<file path="config.mk">
export PLATFORM = sky130hd
export DESIGN_NAME = pad_output_ctrl
export DESIGN_NICKNAME = d
export VERILOG_FILES = /design/src/rtl/pad_ctrl_pkg.sv /design/src/rtl/pad_ctrl_cnt.sv /design/src/rtl/pad_output_ctrl.sv
export SDC_FILE = /design/constraint.sdc
export NUM_CORES = 1
export LEC_CHECK = 0
export ABC_AREA = 1
export CAP_MARGIN = 20
export CORE_UTILIZATION = 46
export CTS_CLUSTER_SIZE = 16
export DETAILED_ROUTE_END_ITERATION = 6
export HOLD_SLACK_MARGIN = 0.06
export MAX_ROUTING_LAYER = met4
export PLACE_DENSITY = 0.83
export SYNTH_ARGS = -nofsm -noshare
export SYNTH_HDL_FRONTEND = slang
export SYNTH_HIERARCHICAL = 1
export SYNTH_SLANG_ARGS = --single-unit
export TNS_END_PERCENT = 50
</file>
<file path="constraint.sdc">
create_clock -name clk_i -period 3 [get_ports clk_i]
set_input_delay 0.6 -clock clk_i [delete_from_list [all_inputs] [get_ports clk_i]]
set_output_delay 0.6 -clock clk_i [all_outputs]
set_load 0.01 [all_outputs]
</file>
<file path="src/rtl/pad_ctrl_pkg.sv">
// -----------------------------------------------------------------------------
// pad_ctrl_pkg
// Shared definitions for the pad output controller:
//   - pad_drv_state_e : output-enable sequencing states
//   - PAD_ATTR_RST_BIT: bit value that the applied pad attributes reset to
//   - cnt_width()     : width of a down-counter that must hold max(a,b), >= 1 bit
// -----------------------------------------------------------------------------
package pad_ctrl_pkg;

  typedef enum logic [1:0] {
    HIZ     = 2'd0,
    PRESET  = 2'd1,
    DRIVE   = 2'd2,
    RELEASE = 2'd3
  } pad_drv_state_e;

  // Applied attributes come out of reset as all-zero.
  localparam logic PAD_ATTR_RST_BIT = 1'b0;

  function automatic int cnt_width(input int a, input int b);
    int m;
    m = (a > b) ? a : b;
    return (m < 1) ? 1 : $clog2(m + 1);
  endfunction

endpackage

</file>
<file path="src/rtl/pad_ctrl_cnt.sv">
// -----------------------------------------------------------------------------
// pad_ctrl_cnt
// Loadable down-counter with a zero flag. Load has priority over decrement;
// decrementing saturates at zero.
// Ports:
//   clk_i      : clock
//   rst_i      : asynchronous active-high reset (count -> 0)
//   load_i     : load load_val_i on the next edge
//   load_val_i : value to load
//   dec_i      : decrement on the next edge (ignored when already zero)
//   zero_o     : count is zero
// -----------------------------------------------------------------------------
module pad_ctrl_cnt
  import pad_ctrl_pkg::*;
#(
  parameter int W = 1
) (
  input  logic         clk_i,
  input  logic         rst_i,
  input  logic         load_i,
  input  logic [W-1:0] load_val_i,
  input  logic         dec_i,
  output logic         zero_o
);

  logic [W-1:0] cnt_q;

  always_ff @(posedge clk_i or posedge rst_i) begin
    if (rst_i) begin
      cnt_q <= '0;
    end else if (load_i) begin
      cnt_q <= load_val_i;
    end else if (dec_i && (cnt_q != '0)) begin
      cnt_q <= cnt_q - W'(1);
    end
  end

  assign zero_o = (cnt_q == '0);

endmodule

</file>
<file path="src/rtl/pad_output_ctrl.sv">
// -----------------------------------------------------------------------------
// pad_output_ctrl
// Registers value, output-enable and attributes for a bidirectional pad cell and
// sequences OE so the pad never drives during a bus turnaround: a setup window
// (data presented, OE low) before driving and a dead window after releasing.
// Optional feature macro: PAD_OUTPUT_CTRL_SLEW_LIMIT_EN -- while driving,
// pad_in_o changes at most once per MIN_PULSE cycles.
// Ports:
//   clk_i                : clock
//   rst_i                : asynchronous active-high reset
//   pad_out_req_i        : value to drive on the pad
//   pad_oe_req_i         : request to drive the pad
//   pad_attributes_req_i : requested pad attributes
//   pad_in_o             : value to pad cell data input
//   pad_oe_o             : pad cell output enable
//   pad_attributes_o     : applied attributes (frozen outside HIZ)
//   busy_o               : high in PRESET or RELEASE
// -----------------------------------------------------------------------------
module pad_output_ctrl
  import pad_ctrl_pkg::*;
#(
  parameter int PADATTR      = 16,
  parameter int SETUP_CYCLES = 1,
  parameter int DEAD_CYCLES  = 2,
  parameter int MIN_PULSE    = 2
) (
  input  logic               clk_i,
  input  logic               rst_i,
  input  logic               pad_out_req_i,
  input  logic               pad_oe_req_i,
  input  logic [PADATTR-1:0] pad_attributes_req_i,
  output logic               pad_in_o,
  output logic               pad_oe_o,
  output logic [PADATTR-1:0] pad_attributes_o,
  output logic               busy_o
);

  localparam int CNT_W = cnt_width(SETUP_CYCLES, DEAD_CYCLES);
  localparam logic [CNT_W-1:0] SETUP_LD = CNT_W'((SETUP_CYCLES > 0) ? SETUP_CYCLES - 1 : 0);
  localparam logic [CNT_W-1:0] DEAD_LD  = CNT_W'((DEAD_CYCLES > 0) ? DEAD_CYCLES - 1 : 0);

  // Empty marker scope appears in the hierarchy if MIN_PULSE is out of range.
  if (MIN_PULSE < 1) begin : g_min_pulse_out_of_range
  end

  pad_drv_state_e     state_q, state_d;
  logic               oe_req_q;
  logic               pad_in_q, pad_in_d;
  logic               pad_oe_q, pad_oe_d;
  logic               busy_q, busy_d;
  logic [PADATTR-1:0] attr_q, attr_d;

  logic               cnt_load, cnt_dec, cnt_zero;
  logic [CNT_W-1:0]   cnt_val;

  // The OE request is registered before the FSM acts on it, so a request
  // captured at edge N moves the FSM at edge N+1. This also means a request
  // changing on a counter-expiry edge is only seen on the following edge.
  always_ff @(posedge clk_i or posedge rst_i) begin
    if (rst_i) begin
      state_q  <= HIZ;
      oe_req_q <= 1'b0;
      pad_in_q <= 1'b0;
      pad_oe_q <= 1'b0;
      busy_q   <= 1'b0;
      attr_q   <= {PADATTR{PAD_ATTR_RST_BIT}};
    end else begin
      state_q  <= state_d;
      oe_req_q <= pad_oe_req_i;
      pad_in_q <= pad_in_d;
      pad_oe_q <= pad_oe_d;
      busy_q   <= busy_d;
      attr_q   <= attr_d;
    end
  end

  // Next state and setup/dead counter control.
  always_comb begin
    state_d  = state_q;
    cnt_load = 1'b0;
    cnt_val  = SETUP_LD;
    cnt_dec  = 1'b0;
    unique case (state_q)
      HIZ: begin
        if (oe_req_q) begin
          if (SETUP_CYCLES == 0) begin
            state_d = DRIVE;
          end else begin
            state_d  = PRESET;
            cnt_load = 1'b1;
            cnt_val  = SETUP_LD;
          end
        end
      end
      PRESET: begin
        // Abort before ever driving needs no dead time.
        if (!oe_req_q)     state_d = HIZ;
        else if (cnt_zero) state_d = DRIVE;
        else               cnt_dec = 1'b1;
      end
      DRIVE: begin
        if (!oe_req_q) begin
          if (DEAD_CYCLES == 0) begin
            state_d = HIZ;
          end else begin
            state_d  = RELEASE;
            cnt_load = 1'b1;
            cnt_val  = DEAD_LD;
          end
        end
      end
      RELEASE: begin
        if (cnt_zero) state_d = HIZ;
        else          cnt_dec = 1'b1;
      end
      default: state_d = HIZ;
    endcase
  end

  pad_ctrl_cnt #(.W(CNT_W)) u_phase_cnt (
    .clk_i      (clk_i),
    .rst_i      (rst_i),
    .load_i     (cnt_load),
    .load_val_i (cnt_val),
    .dec_i      (cnt_dec),
    .zero_o     (cnt_zero)
  );

`ifdef PAD_OUTPUT_CTRL_SLEW_LIMIT_EN
  localparam int SLEW_W = cnt_width(MIN_PULSE - 1, 0);
  localparam logic [SLEW_W-1:0] SLEW_LD = SLEW_W'(MIN_PULSE - 1);

  logic              slew_load, slew_dec, slew_zero;
  logic [SLEW_W-1:0] slew_val;

  pad_ctrl_cnt #(.W(SLEW_W)) u_slew_cnt (
    .clk_i      (clk_i),
    .rst_i      (rst_i),
    .load_i     (slew_load),
    .load_val_i (slew_val),
    .dec_i      (slew_dec),
    .zero_o     (slew_zero)
  );
`endif

  // Output next values. OE and busy are decoded from the next state so they
  // line up with the state register.
  always_comb begin
    pad_oe_d = (state_d == DRIVE);
    busy_d   = (state_d == PRESET) || (state_d == RELEASE);
    attr_d   = (state_q == HIZ) ? pad_attributes_req_i : attr_q;
    pad_in_d = pad_out_req_i;
`ifdef PAD_OUTPUT_CTRL_SLEW_LIMIT_EN
    slew_load = 1'b0;
    slew_val  = '0;
    slew_dec  = 1'b0;
    if (state_q != DRIVE) begin
      // Window is held clear outside DRIVE so the first change is immediate.
      slew_load = 1'b1;
    end else if (!slew_zero) begin
      // Inside the window: hold; the latest request is sampled on expiry.
      pad_in_d = pad_in_q;
      slew_dec = 1'b1;
    end else if (pad_out_req_i != pad_in_q) begin
      slew_load = 1'b1;
      slew_val  = SLEW_LD;
    end
`endif
    if (state_q == RELEASE) begin
      pad_in_d = pad_in_q;
    end
  end

  assign pad_in_o         = pad_in_q;
  assign pad_oe_o         = pad_oe_q;
  assign busy_o           = busy_q;
  assign pad_attributes_o = attr_q;

endmodule

</file>
==> results.yml <==
run_status:
  status: "completed"
worst_setup_path:
  endpoint: "pad_in_o"
  required_ns: 2.40
  setup.worst_path.start: "pad_in_o"
  r2r_slack_ns: 1.33
  critPathLaunchType: "flip-flop"
  slowest_stage: "clkdlybuf4s50_1"
  worstPathArrival_ns: 1.22
  crit_chain: "clkdlybuf4s50_1"
  slowest_delay_ns: 0.54
  critPathKind: "reg2out"
  timing.critical_path.buf_inv: 1
  r2r_end: "u_phase_cnt/cnt_q[0]"
  cp.depth: 1
  worst-path-max-fanout: 2
  critPathTopFamily: "buffers and inverters"
  critPathCaptureType: "output pin"
  timing.rr.start: "state_q[1]"
  reg2regPathDepth: 6
cts:
  postCtsSetupRepairBufs: 0
  clockRootBuffer: "clkbuf_4"
  cts_resized: 0
  clock_path_buffers: 2
  cts_hold_buf: 0
  clkLatencyLatePin_ns: 0.30
  cts_buffers: 3
  cts_tree: "yes"
  cts.htree.levels: 1
  cts.clk_slew.worst_paths_ns: 0.12
  clock_sinks: 24
placement:
  portBuffers: 38
  dp_hpwl_um: 1670
  gp_congestion: 0.805
sta:
  max_freq_mhz: 548
  finalCriticalPeriod_ns: 1.82
  tightest_slew_ns: 0.804
  hold_viol: 0
  skew_ns: 0.00354
  finalCritPeriodShare_pct: 60.8
  setup_viol: 0
  setup_tns_ns: 0
  grt_setup_unrepaired: "false"
  slew-limit-headroom_pct: 46.4
  slew_violations: 0
synthesis:
  synth-seq-cells: 24
  synth_top_flop_cell: "dfrtp_1"
  synth_nets: 141
  yosysUniqueCellTypes: 17
  avgSynthCellArea_um2: 8.70
  synth_edf_count: 0
  synthArstFlopShare_pct: 100
  synth_cells: 120
  synth_area_mm2: 0.00104
  ys_warn_count: 6
  ys_seq_area_share_pct: 57.6
final_layout:
  drive_above_1_share_pct: 5.77
  nNetsFinal: 179
  fin_util_pct: 70.7
  syn2layout_area_growth_pct: 38.4
  antenna-diode-count: 0
route:
  drt_pass1_iterations: 4
  routed-via-count: 916
  wirelength_um: 2230
  routedWlPerCell_um: 12.2
  drtAntennaViolNets: 0
  drc: 0
  via_per_inst: 5.01
  drt_iter0_markers: 5
grt:
  antenna_found_initial: 0
  grt_first_pass_wirelength_um: 3820
  grt_usage_pct: 21.1
  gr-total-overflow: 0
  grt_max_degree: 25
  grt_pass1_vias: 896
power:
  powerDensity_mw_per_mm2: 1010
  leakagePower_nw: 0.696
  ir_worst_vdd_v: 0.000668
floorplan:
  die_w_um: 49.6
  initial_core_util_pct: 51.1
  core-area_mm2: 0.00204
  die_area_mm2: 0.00246
  rows: 16
  die_h_um: 49.6
  ios: 39
min_path:
  min_path_type: "in2async"
flow_run:
  drv_cap: 0
-- power breakdown --
| group | internal [W] | switching (W) |
|---|---|---|
| sequential | 0.000476 | 0.000154 |
| clock | 0.0000467 | 0.0000833 |
| combinational | 0.000361 | 0.000340 |
-- per-layer routing --
| layer | track usage (%) | wire [um] | part of all wire, % |
|---|---|---|---|
| met1 | 24.6 | 945 | 42 |
| met3 | 3.09 | 70 | 3.1 |
| met4 | 9.05 | 20 | 0.90 |
| met5 | - | 0 | 0 |
| met2 | 36.0 | 1190 | 54 |
-- flip-flops by register name, summed over array words and instances, names as in the netlist --
name	flops
busy_o	1
state_q	2
u_phase_cnt/cnt_q	2
pad_attributes_o	16
oe_req_q	1
pad_oe_o	1
pad_in_o	1
-- cells in the final DEF (no fill, tap or decap) --
cell             instances
nor3b_2                  2
nor2_1                   5
inv_2                    2
clkdlybuf4s50_1         38
nor2_4                   1
o21ai_0                 19
dfrtp_1                 24
conb_1                   1
nand2_1                 48
clkbuf_4                 3
ha_1                     1
nand2_2                  1
nor3_1                   1
nand3_1                  3
inv_1                    7
-- cells by family (layout without fill, tap and decap cells) --
logic type | Yosys count | count (layout) | synth area share [%]
buffers and inverters | 14 | 50 | 6.71
AOI/OAI and AO/OA | 19 | 19 | 9.11
adders and majority gates | 1 | 1 | 1.20
DFF | 24 | 24 | 57.6
other | 1 | 1 | 0.359
and+or+nand+nor | 61 | 61 | 25.1
-- how the worst min path moves through the flow --
stage,from,endpoint,cells after the start
after floorplan,rst_i,u_phase_cnt/cnt_q[0],1
after global placement,pad_attributes_o[7],pad_attributes_o[7],2
after detailed placement,pad_attributes_o[6],pad_attributes_o[6],2
after CTS,rst_i,u_phase_cnt/cnt_q[0],2
after global routing,rst_i,u_phase_cnt/cnt_q[1],2
final,rst_i,u_phase_cnt/cnt_q[1],2
-- cell type report --
| cell class | count | area, um2 |
|---|---|---|
| Tap cell | 27 | 33.8 |
| Timing Repair Buffer | 38 | 380 |
| Sequential cell | 24 | 601 |
| Clock buffer | 3 | 22.5 |
| Inverter | 9 | 33.8 |
| Fill cell | 182 | 598 |
| Multi-Input combinational cell | 82 | 373 |
-- cell usage after synthesis (2+ instances only) --
cell,count,share of area (%)
o21ai_0,19,9.1
inv_1,7,2.5
nor2_1,5,1.8
nor3b_2,2,2.4
buf_4,2,1.4
nand2_1,48,17
dfrtp_1,24,58
nand3_1,3,1.4
inv_2,2,0.72
-- metrics by stage --
| step | setup slack (ns) | hold WS [ns] | instances | total power, W | area, um2 |
|---|---|---|---|---|---|
| after floorplan | 1.79 | 0.341 | 120 | 0.00101 | 1040 |
| after global placement | 1.37 | 0.482 | 180 | 0.00130 | 1420 |
| after detailed placement | 1.30 | 0.491 | 180 | 0.00135 | 1420 |
| after CTS | 1.16 | 0.457 | 183 | 0.00148 | 1440 |
| after global routing | 1.13 | 0.501 | 183 | 0.00159 | 1440 |
| final | 1.18 | 0.469 | 183 | 0.00146 | 1440 |
No activity file was read; power rests on OpenSTA's default activity.
